**src/rtl/fetch_queue.sv**
```systemverilog
// fetch_queue: consumer side of the fetch-address interface.
// Accepts a PC from the fetch stage, issues one instruction-memory request per
// accepted PC, and buffers returned {pc, instruction} pairs in a FIFO for decode.
// A branch mispredict discards the in-flight response and all buffered entries.
//
// Ports:
//   clk, rst                 clock; asynchronous active-high reset
//   f_addr, mispred, ready   fetch-stage PC, redirect/flush, accept handshake
//   imem_req, imem_addr      single-cycle request pulse and its address
//   imem_ack, imem_rdata     response strobe and instruction
//   d_valid, d_ready         decode handshake on the FIFO head
//   d_addr, d_instr          PC and instruction of the head entry (0 when empty)
//
// Optional feature: define FETCH_QUEUE_BYPASS_EN to let a response reach decode
// in its ack cycle when the FIFO is empty and decode is ready.
module fetch_queue #(
    parameter int unsigned DEPTH = 4,
    parameter int unsigned XLEN  = 32
) (
    input  logic            clk,
    input  logic            rst,
    input  logic [XLEN-1:0] f_addr,
    input  logic            mispred,
    output logic            ready,
    output logic            imem_req,
    output logic [XLEN-1:0] imem_addr,
    input  logic            imem_ack,
    input  logic [XLEN-1:0] imem_rdata,
    output logic            d_valid,
    input  logic            d_ready,
    output logic [XLEN-1:0] d_addr,
    output logic [XLEN-1:0] d_instr
);

    localparam int unsigned PW = $clog2(DEPTH);
    localparam int unsigned CW = PW + 1;

    typedef enum logic [1:0] {IDLE, WAIT, DROP} state_t;

    state_t          state;
    logic [PW-1:0]   rd_ptr;
    logic [PW-1:0]   wr_ptr;
    logic [CW-1:0]   count;
    logic [XLEN-1:0] pend_addr;
    logic [XLEN-1:0] mem_addr  [DEPTH];
    logic [XLEN-1:0] mem_instr [DEPTH];

    logic empty;
    logic not_full;
    logic accept;
    logic ack_ok;
    logic byp;
    logic push;
    logic pop;

    assign empty    = (count == '0);
    assign not_full = (count < CW'(DEPTH));
    // Held low during reset so the fetch stage never advances while state clears.
    assign accept   = !rst && (state == IDLE) && !mispred && not_full;
    assign ack_ok   = (state == WAIT) && imem_ack && !mispred;

`ifdef FETCH_QUEUE_BYPASS_EN
    assign byp = ack_ok && empty && d_ready;
`else
    assign byp = 1'b0;
`endif

    assign push = ack_ok && !byp;
    assign pop  = !empty && d_ready;

    // Mispredict raises ready so the fetch stage loads the redirect target.
    assign ready     = !rst && (accept || mispred);
    assign imem_req  = accept;
    assign imem_addr = f_addr;

    assign d_valid = !empty || byp;
    assign d_addr  = !empty ? mem_addr[rd_ptr]  : (byp ? pend_addr  : '0);
    assign d_instr = !empty ? mem_instr[rd_ptr] : (byp ? imem_rdata : '0);

    // Request FSM: one request in flight; DROP swallows the response of a flushed request.
    always_ff @(posedge clk or posedge rst) begin
        if (rst) begin
            state     <= IDLE;
            pend_addr <= '0;
        end else begin
            case (state)
                IDLE: begin
                    if (accept) begin
                        state     <= WAIT;
                        pend_addr <= f_addr;
                    end
                end
                WAIT: begin
                    if (imem_ack) begin
                        state <= IDLE;
                    end else if (mispred) begin
                        state <= DROP;
                    end
                end
                DROP: begin
                    if (imem_ack) begin
                        state <= IDLE;
                    end
                end
                default: state <= IDLE;
            endcase
        end
    end

    // FIFO pointers and occupancy; flush overrides any push or pop.
    always_ff @(posedge clk or posedge rst) begin
        if (rst) begin
            rd_ptr <= '0;
            wr_ptr <= '0;
            count  <= '0;
        end else if (mispred) begin
            rd_ptr <= '0;
            wr_ptr <= '0;
            count  <= '0;
        end else begin
            if (push) begin
                wr_ptr <= wr_ptr + PW'(1);
            end
            if (pop) begin
                rd_ptr <= rd_ptr + PW'(1);
            end
            case ({push, pop})
                2'b10:   count <= count + CW'(1);
                2'b01:   count <= count - CW'(1);
                default: count <= count;
            endcase
        end
    end

    // FIFO storage; contents are don't-care until counted valid.
    always_ff @(posedge clk) begin
        if (push) begin
            mem_addr[wr_ptr]  <= pend_addr;
            mem_instr[wr_ptr] <= imem_rdata;
        end
    end

endmodule

```
**config.mk**
```make
export PLATFORM = sky130hd
export DESIGN_NAME = fetch_queue
export DESIGN_NICKNAME = d
export VERILOG_FILES = /design/src/rtl/fetch_queue.sv
export SDC_FILE = /design/constraint.sdc
export NUM_CORES = 1
export LEC_CHECK = 0
export BUFFER_PORTS_ARGS = -buffer_cell sky130_fd_sc_hd__buf_2
export CORE_ASPECT_RATIO = 1.5
export CORE_MARGIN = 2
export CORE_UTILIZATION = 45
export CTS_CLUSTER_DIAMETER = 30
export CTS_CLUSTER_SIZE = 25
export DETAILED_ROUTE_END_ITERATION = 6
export PLACE_DENSITY = 0.68
export SLEW_MARGIN = 10
export SYNTH_ARGS = -nofsm -noshare
export SYNTH_HDL_FRONTEND = slang
export SYNTH_SLANG_ARGS = --single-unit
```
**constraint.sdc**
```tcl
create_clock -name clk -period 2.89 [get_ports clk]
set_input_delay 0.4335 -clock clk [delete_from_list [all_inputs] [get_ports clk]]
set_output_delay 0.4335 -clock clk [all_outputs]
set_load 0.01 [all_outputs]
```
==> metrics.md <==
| Metric | Value |
|---|---|
| Sequential area share after synthesis | `74.0%` |
| Vias per std cell | `5.23` |
| Clock-pin slew on the worst setup and hold paths | `0.06 ns` |
| Final worst-path cycle share | `90.2%` |
| First DRT Iteration DRCs | `408` |
| Dpl hpwl | `15.2 mm` |
| FILL cells | `2018` |
| CORE AREA | `25800 sq um` |
| Final Hold Vio Count | `0` |
| Ports | `168` |
| Starting density of the core | `45.7%` |
| Syn_area_per_cell | `20.9 sq um` |
| Max cap viols | `0` |
| Area of the die | `27500 sq um` |
| Vias in the first global route | `6316` |
| Die X-Extent | `136 um` |
| Drt pass-1 iters | `5` |
| Setup-failing EPs final | `0` |
| Distinct cell type count after synthesis | `32` |
| Setup TNS | `0 ns` |
| PostCTS Resize Cnt | `0` |
| Port bufs | `167` |
| First-pass GRT wire length | `36.3 mm` |
| CTS tree | `yes` |
| WP data arrival | `2.17 ns` |
| Initial antenna violation count | `3` |
| Worst r2r path cells | `6` |
| Final clock skew | `0.0134 ns` |
| Reg-to-reg endpoint | `count[1]` |
| Commonest non-fill, non-tap cell in the layout | `edfxtp_1` |
| Max Clk Rate | `384 MHz` |
| Row count | `72` |
| Gr usage total | `17.7%` |
| Largest net degree at the start of global routing | `42` |
| CTS Buf Count | `40` |
| Crit-path slowest cell | `mux4_2` |
| Leakage power | `5.26 nW` |
| Leading cell types in the layout, fill and taps excluded | `edfxtp_1 (256), buf_2 (167), mux4_2 (64), and2_1 (64), clkbuf_16 (41)` |
| Share of post-route cells with drive strength above 1 | `48.1%` |
| Final #Nets | `811` |
| DRT antenna net count | `0` |
| Required time of the critical path | `2.46 ns` |
| Area of the mapped netlist | `11800 sq um` |
| Post-CTS repair timing setup buffer count | `0` |
| Unrepaired setup endpoints after global routing | `no` |
| Critical path type | `reg -> out` |
| #FFs+latches synth | `297` |
| Top Metal Used | `met4` |
| WL met1 | `9.12 mm` |
| CTS max path bufs | `3` |
| CTS Sinks | `297` |
| Hold Path Class | `in -> async` |
| Met2 wire len | `12.9 mm` |
| Syn. warnings | `0` |
| Routed length on met3 | `1.08 mm` |
| FF-to-FF setup slack | `0.70 ns` |
| Remaining global-route overflow | `0` |
| Power per Cell Area | `939 nW/um^2` |
| Startpoint Class | `flop` |
| Peak VDD IR | `0.544 mV` |
| Vias | `5770` |
| CTS H-tree lvls | `2` |
| Worst Tran Pin Value | `0.599 ns` |
| Fin crit period | `2.61 ns` |
| Avg WL per Cell | `21.5 um` |
| GP Congestion | `0.734` |
| Remaining DRCs | `0` |
| Total power | `0.0135 W` |
| CTS root buf | `clkbuf_16` |
| Status | `complete, no violations` |
| Final Max Slew Viols | `0` |
| Hold_buf cts | `0` |
| Die Span Y | `202 um` |
| Post-Synthesis Cells | `563` |
| Worst r2r src | `count[0]` |
| Largest stage delay on the critical path | `0.54 ns` |
| Crit end category | `output port` |
| Relative max-transition margin | `60.1%` |
| Max FO, Critical Path | `11` |
| P&R area growth vs syn | `21.7%` |
| WL final | `23.7 mm` |
| Cell breakdown of the critical path | `buf_4, mux4_2, and2_1, buf_2` |
| Worst-Skew Late Latency | `0.52 ns` |
| Syn Nets | `637` |
[cell usage after synthesis]
library cell	n	area share, %
or3_1	3	0.16
mux2_4	29	3.7
mux2i_1	1	0.085
a211oi_1	1	0.064
o32ai_1	1	0.074
o21a_1	1	0.064
o311a_1	1	0.085
dfrtp_1	41	8.7
a31oi_1	1	0.053
nor3_1	1	0.042
ha_1	4	0.43
inv_1	7	0.22
xor2_1	2	0.15
o221a_2	1	0.096
fa_1	1	0.17
mux2_2	7	0.67
edfxtp_1	256	65
buf_1	2	0.064
nor2_1	5	0.16
clkbuf_1	12	0.38
nand2_1	5	0.16
a22o_1	1	0.074
mux4_2	64	12
a21o_1	1	0.064
buf_2	8	0.34
nand3_1	1	0.042
buf_6	1	0.096
buf_4	32	2.0
or2b_1	1	0.064
nor2b_1	1	0.053
and2_1	68	3.6
buf_12	3	0.51
[power breakdown]
| part | internal, W | switching, W |
|---|---|---|
| Clock | 0.00304 | 0.00187 |
| Combinational | 0.00155 | 0.00135 |
| Sequential | 0.00525 | 0.000396 |
[worst max-delay path by stage]
stage | startpoint | end | slack, ns | cells after the start
floorplan | mispred | mem_addr[0][0] | 0.46 | 3
global placement | rd_ptr[0] | d_addr[4] | 0.63 | 4
detailed placement | rd_ptr[0] | d_addr[10] | 0.62 | 4
CTS | rd_ptr[0] | d_addr[10] | 0.07 | 4
global route | rd_ptr[0] | d_addr[10] | 0.18 | 4
finish | rd_ptr[0] | d_addr[10] | 0.28 | 4
[stage by stage]
step | util [%] | instance area (sq um) | instances | worst slack, ns | hold slack [ns]
floorplan | - | 11800 | 563 | 0.459 | 0.443
global placement | 50.1 | 12900 | 1024 | 0.625 | 0.464
detailed placement | 50.1 | 12900 | 1024 | 0.620 | 0.504
CTS | 55.5 | 14300 | 1096 | 0.0668 | 0.102
global route | 55.6 | 14300 | 1103 | 0.180 | 0.117
finish | 55.6 | 14300 | 1103 | 0.285 | 0.0974
[sequential cells by signal (all words and copies together), names as in the netlist]
register / count
mem_addr: 128
rd_ptr: 2
count: 3
mem_instr: 128
state: 2
wr_ptr: 2
pend_addr: 32
[metal layers]
metal	GRT usage [%]	vias to the layer above
li1	-	2546
met1	21.7	3007
met2	31.2	176
met3	3.01	41
met4	6.73	0
met5	0	-
[worst max-delay path, delay by kind of cell (launching register included)]
family	cells	cell delay (ns)
and+or+nand+nor	1	0.18
muxes	1	0.54
buffers and inverters	2	0.43
DFF	1	0.51
[final cells by class]
class                   instances  area (sq um)  share of cell area (%)
repair buffers                190          1150                    8.00
clock buffers                  45          1050                    7.34
multi-input cells             201          2640                    18.4
flip-flops and latches        297          8720                    60.9
clock inverters                27           319                    2.23
well taps                     333           417                    2.91
inverters                       7          26.3                   0.183
diodes                          3          7.51                  0.0524
[cells by family (layout without fill, tap and decap cells)]
group / Yosys count / count (layout) / synth area share [%]
multiplexers: 101 / 101 / 16.7
buffers and inverters: 65 / 269 / 3.66
other: 0 / 3 / 0
adder cells (fa/ha/maj): 5 / 5 / 0.595
XOR/XNOR: 2 / 2 / 0.149
flip-flops: 297 / 297 / 74.0
AO/OA/AOI/OAI: 8 / 8 / 0.574
AND/OR/NAND/NOR: 85 / 85 / 4.29
No activity file was read; power rests on OpenSTA's default activity.
